`src/rtl/usb_cmd_ctrl.sv`:
```
// Command controller on the USB download byte path: parses framed 32-bit config writes and drives capture control.
// Optional build macro CMD_CSUM_EN appends an XOR checksum byte to every frame.
module usb_cmd_ctrl #(
  parameter logic [7:0]  SYNC_BYTE = 8'hA5,
  parameter logic [15:0] TIMEOUT   = 16'd1024,
  parameter logic [3:0]  CTRL_ADDR = 4'hF
) (
  input  logic        IFCLK,
  input  logic        RST,
  input  logic        DOWNWR,
  input  logic [7:0]  DOWNDATA,
  output logic        DOWNBSY,
  output logic        CFG_WE,
  output logic [3:0]  CFG_ADDR,
  output logic [31:0] CFG_DATA,
  output logic        CAP_EN,
  output logic        CAP_RST,
  output logic [7:0]  ERR_CNT
);

  typedef enum logic [2:0] {S_IDLE, S_ADDR, S_DATA, S_CSUM, S_COMMIT} state_t;

  state_t      state;
  logic [1:0]  idx;
  logic [3:0]  addr_q;
  logic [31:0] data_q;
  logic [31:0] data_nxt;
  logic [31:0] commit_data;
  logic [15:0] gap;
  logic        accept;
  logic        in_frame;
  logic        timeout_hit;
  logic        addr_bad;
  logic        csum_bad;
  logic        commit_go;
`ifdef CMD_CSUM_EN
  logic [7:0]  csum_q;
`endif

  assign accept      = DOWNWR && !DOWNBSY;
  assign in_frame    = (state == S_ADDR) || (state == S_DATA) || (state == S_CSUM);
  // An accepted byte always beats a coincident timeout.
  assign timeout_hit = in_frame && !accept && (gap == TIMEOUT - 16'd1);
  assign addr_bad    = accept && (state == S_ADDR) && (DOWNDATA[7:4] != 4'h0);

  // NOTE: every variable written in always_comb gets a default first, so no latch is inferred.
  always_comb begin
    data_nxt = data_q;
    if (accept && (state == S_DATA))
      data_nxt[{idx, 3'b000} +: 8] = DOWNDATA;
  end

`ifdef CMD_CSUM_EN
  assign csum_bad    = accept && (state == S_CSUM) && (DOWNDATA != csum_q);
  assign commit_go   = accept && (state == S_CSUM) && (DOWNDATA == csum_q);
  assign commit_data = data_q;
`else
  assign csum_bad    = 1'b0;
  assign commit_go   = accept && (state == S_DATA) && (idx == 2'd3);
  assign commit_data = data_nxt;
`endif

  // NOTE: sequential state uses non-blocking assignments only; later assignments in the block take priority.
  always_ff @(posedge IFCLK) begin
    if (RST) begin
      state    <= S_IDLE;
      idx      <= 2'd0;
      addr_q   <= 4'h0;
      data_q   <= 32'h0;
      gap      <= 16'h0;
      DOWNBSY  <= 1'b0;
      CFG_WE   <= 1'b0;
      CFG_ADDR <= 4'h0;
      CFG_DATA <= 32'h0;
      CAP_EN   <= 1'b0;
      CAP_RST  <= 1'b0;
      ERR_CNT  <= 8'h0;
`ifdef CMD_CSUM_EN
      csum_q   <= 8'h0;
`endif
    end else begin
      DOWNBSY <= 1'b0;
      CFG_WE  <= 1'b0;
      CAP_RST <= 1'b0;
      data_q  <= data_nxt;

      if ((timeout_hit || addr_bad || csum_bad) && (ERR_CNT != 8'hFF))
        ERR_CNT <= ERR_CNT + 8'd1;

      if (accept || (state == S_IDLE))
        gap <= 16'h0;
      else if (in_frame)
        gap <= gap + 16'd1;

      case (state)
        S_IDLE: if (accept && (DOWNDATA == SYNC_BYTE)) state <= S_ADDR;
        S_ADDR:
          if (accept) begin
            if (addr_bad) begin
              state <= S_IDLE;
            end else begin
              addr_q <= DOWNDATA[3:0];
              idx    <= 2'd0;
              state  <= S_DATA;
`ifdef CMD_CSUM_EN
              csum_q <= DOWNDATA;
`endif
            end
          end
        S_DATA:
          if (accept) begin
            idx <= idx + 2'd1;
`ifdef CMD_CSUM_EN
            csum_q <= csum_q ^ DOWNDATA;
            if (idx == 2'd3) state <= S_CSUM;
`endif
          end
        S_CSUM:   if (accept) state <= S_IDLE;
        S_COMMIT: state <= S_IDLE;
        default:  state <= S_IDLE;
      endcase

      if (timeout_hit)
        state <= S_IDLE;

      // Last byte of a good frame: publish the write and any capture-control side effects together.
      if (commit_go) begin
        state    <= S_COMMIT;
        DOWNBSY  <= 1'b1;
        CFG_WE   <= 1'b1;
        CFG_ADDR <= addr_q;
        CFG_DATA <= commit_data;
        if (addr_q == CTRL_ADDR) begin
          CAP_EN  <= commit_data[0];
          CAP_RST <= commit_data[1];
        end
      end
    end
  end

endmodule
```
`config.mk`:
```
export PLATFORM = sky130hd
export DESIGN_NAME = usb_cmd_ctrl
export DESIGN_NICKNAME = d
export VERILOG_FILES = /design/src/rtl/usb_cmd_ctrl.sv
export SDC_FILE = /design/constraint.sdc
export NUM_CORES = 1
export LEC_CHECK = 0
export BUFFER_PORTS_ARGS = -buffer_cell sky130_fd_sc_hd__buf_2
export CAP_MARGIN = 30
export CORE_MARGIN = 8
export CORE_UTILIZATION = 33
export CTS_BUF_LIST = sky130_fd_sc_hd__clkbuf_8 sky130_fd_sc_hd__clkbuf_16
export CTS_CLUSTER_SIZE = 14
export DETAILED_ROUTE_END_ITERATION = 16
export PLACE_DENSITY_LB_ADDON = 0.08
export SKIP_CTS_REPAIR_TIMING = 1
export SYNTH_ARGS = -nofsm -noshare
export SYNTH_HDL_FRONTEND = slang
export SYNTH_SLANG_ARGS = --single-unit
```
`constraint.sdc`:
```
create_clock -name IFCLK -period 3.55 [get_ports IFCLK]
set_clock_uncertainty 0.15 [all_clocks]
set_input_delay 0.71 -clock IFCLK [delete_from_list [all_inputs] [get_ports IFCLK]]
set_output_delay 0.71 -clock IFCLK [all_outputs]
set_load 0.05 [all_outputs]
```
==> results.yml <==
synthesis:
  ys_warn_count: 0
  synth_nets: 448
  ys_ff_latch: 96
  synth_ff_type: "dfxtp_1"
  synthDistinctLibCells: 42
  async_reset_ff_share_pct: 0
  avgSynthCellArea_um2: 8.71
  synthCells: 430
  synth_edf_count: 0
  ys_seq_area_share_pct: 51.3
  syn-cell-area_um2: 3740
worst_setup_path:
  cp_top_family: "simple AND/OR/NAND/NOR gates"
  path_cells: "or4_1 -> or4_1 -> o31a_1 -> or4_1 -> a21oi_1"
  crit_fanout: 10
  critPathMaxStageDelay_ns: 0.55
  crit_path_end_kind: "flop"
  critical_path_required_ns: 3.67
  regToRegStartpoint: "gap[12]"
  cp_slowest_cell: "or4_1"
  setup.worst_path.class: "reg2reg"
  cp.buffers_inverters: 0
  crit_top_cell: "or4_1"
  worst_setup_path_start_kind: "flop"
  crit_arrival_ns: 2.72
  crit_start: "gap[12]"
cells_and_area:
  final_cell_area_um2: 4440
  diodes: 0
  post_route_cells_drive_above_1_share_pct: 17.9
  nets: 499
  area_delta_synth_final_pct: 18.5
power:
  leakage_nw: 1.76
  total_power_mw: 2.06
  p_per_area_nw_per_um2: 463
  swShare_pct: 21.0
  power_frac_seq_pct: 52.3
  power_frac_clock_pct: 45.8
  power_frac_comb_pct: 1.9
  power.switching_mw: 0.432
  power.internal_mw: 1.63
  ir_drop_uv: 188
global_route:
  grt_util_met1_pct: 16.4
  grt_pass1_wl_mm: 15.1
  gr-usage-met2_pct: 20.2
  grt_pass1_vias: 2980
  use_met3_pct: 3.40
  grt.overflow.total: 0
  grt_util_all_layers_pct: 12.8
  grt_antenna_before_repair: 0
  top_usage_layer: "met2"
  grt_max_degree: 43
floorplan:
  die_w_um: 123
  pin_count: 59
  rows: 39
  die-area_um2: 15000
  core_um2: 11200
  initial_core_util_pct: 33.4
  fp.dieH_um: 123
timing:
  finalWorstSetupSlack_ns: 0.946
  final.setup.tns_ns: 0
  hold_violations: 0
  rsz0062_at_grt: "no"
  max_slew_margin_pct: 40.4
  min_period_ns: 2.60
  setup-violations-final: 0
  tightest_slew_ns: 0.892
  report.final.slew_viol_count: 0
  fmaxAchievable_ghz: 0.384
  finalCritPeriodShare_pct: 73.3
route:
  drc: 0
  routed_wl_mm: 9.08
  postRouteAntennaNets: 0
  drt-initial-drc-count: 140
  via_per_inst: 4.81
  wire_per_inst_um: 14.4
  via_count: 3028
  dr.pass1.iters: 4
clocking:
  cts_tree: "done"
  cts_buffer_depth: 2
  insertion_delay_ns: 0.34
  cts-buffers-inserted: 9
  cts_root_buffer: "clkbuf_16"
  numClockSinks: 96
  clk_pin_slew_worst_paths_ns: 0.07
  cts_max_level: 3
run:
  maxCapViolations: 0
place:
  dp_hpwl_mm: 6.40
  numPortBuffers: 58
  dpl-instance-area_um2: 4150
  routabilityCongestion: 0.764
  dp_slack_ns: 0.791
outcome:
  outcome: "completed"
hold_path:
  min_path_type: "reg2reg"
  min_from: "CFG_DATA[7]"
==> kinds of logic after synthesis <==
group	after synthesis	share of synthesized area, %
fa+ha+maj	7	2.34
mux	5	1.34
compound gates	86	13.7
xor+xnor	14	3.28
flops	96	51.3
buf+inv	29	3.41
simple gates	193	24.6
==> cells in the final DEF (no fill, tap or decap), types with 4 or more instances in the layout <==
| cell | count |
|---|---|
| o21ai_0 | 27 |
| ha_1 | 7 |
| clkbuf_16 | 9 |
| dfxtp_1 | 96 |
| xor2_1 | 9 |
| a21oi_1 | 36 |
| buf_2 | 58 |
| inv_1 | 7 |
| buf_4 | 5 |
| nand3_1 | 10 |
| mux2i_1 | 5 |
| a22o_1 | 12 |
| or4_1 | 5 |
| nor2_1 | 71 |
| nand4_1 | 4 |
| xnor2_1 | 5 |
| nor3_1 | 5 |
| nand3b_1 | 4 |
| nand2_1 | 61 |
==> cell usage after synthesis (all sizes together), types with 3 or more instances <==
| library cell | n | area, µm² |
|---|---|---|
| a22o | 12 | 105 |
| mux2i | 5 | 50.1 |
| ha | 7 | 87.6 |
| inv | 6 | 22.5 |
| xor2 | 9 | 78.8 |
| nand4 | 4 | 25.0 |
| nand3b | 4 | 30.0 |
| a21oi | 37 | 185 |
| and2 | 3 | 18.8 |
| nand3 | 10 | 50.1 |
| nor4b | 3 | 26.3 |
| nand2 | 61 | 229 |
| or3 | 3 | 18.8 |
| clkbuf | 19 | 71.3 |
| or4 | 6 | 48.8 |
| buf | 4 | 33.8 |
| nor2 | 71 | 267 |
| and4 | 3 | 26.3 |
| and3 | 3 | 18.8 |
| nor4 | 4 | 31.3 |
| xnor2 | 5 | 43.8 |
| o21ai | 27 | 135 |
| nor2b | 3 | 18.8 |
| nor3 | 5 | 25.0 |
| nor3b | 3 | 22.5 |
| dfxtp | 96 | 1920 |
==> path summary, 6_finish.rpt <==
check	slack (ns)	cells after the start	to
setup reg to reg	0.95	5	ERR_CNT[5]
hold / removal	0.30	2	CFG_DATA[7]
hold reg to reg	0.30	2	CFG_DATA[7]
setup / recovery	0.95	5	ERR_CNT[5]
==> power by group through the flow <==
stage	registers [mW]	logic (mW)	clock network, mW
2_1_floorplan	1.10	0.0177	0
3_3_place_gp	1.10	0.0395	0
3_5_place_dp	1.10	0.0399	0
4_1_cts	1.08	0.0400	0.974
5_1_grt	1.08	0.0436	1.02
6_report	1.08	0.0390	0.941
==> worst reg2reg max path: cells and delay by family (launching register included) <==
| family | cells | cell delay, ns |
|---|---|---|
| and+or+nand+nor | 3 | 1.55 |
| AOI/OAI and AO/OA | 2 | 0.51 |
| DFF | 1 | 0.34 |
==> metal layers <==
layer	part of all wire, %	routed length [µm]
met1	49	4420
met2	46	4160
met3	4.4	402
met4	1.1	99
met5	0	0
==> state kept, by name, summed over array words and instances, names as in the netlist <==
| name | flops |
|---|---|
| gap | 16 |
| CFG_DATA | 32 |
| state | 3 |
| CFG_WE | 1 |
| CAP_RST | 1 |
| CAP_EN | 1 |
| idx | 2 |
| CFG_ADDR | 4 |
| data_q | 24 |
| ERR_CNT | 8 |
| addr_q | 4 |
==> metrics by stage <==
stage	instances	hold slack (ns)	util, %
2_1_floorplan	430	0.292	-
3_3_place_gp	613	0.290	37.0
3_5_place_dp	613	0.292	37.0
4_1_cts	629	0.310	39.5
5_1_grt	629	0.329	39.5
6_report	629	0.300	39.5
==> area by class of cell <==
cell class / count / area (µm²)
clock inverter: 7 / 63.8
multi-input combinational: 305 / 1700
clock buffer: 9 / 225
timing repair buffer: 63 / 328
inverter: 6 / 22.5
sequential: 96 / 1920
fill: 1176 / 6790
tap: 143 / 179
No activity file was read; power rests on OpenSTA's default activity.
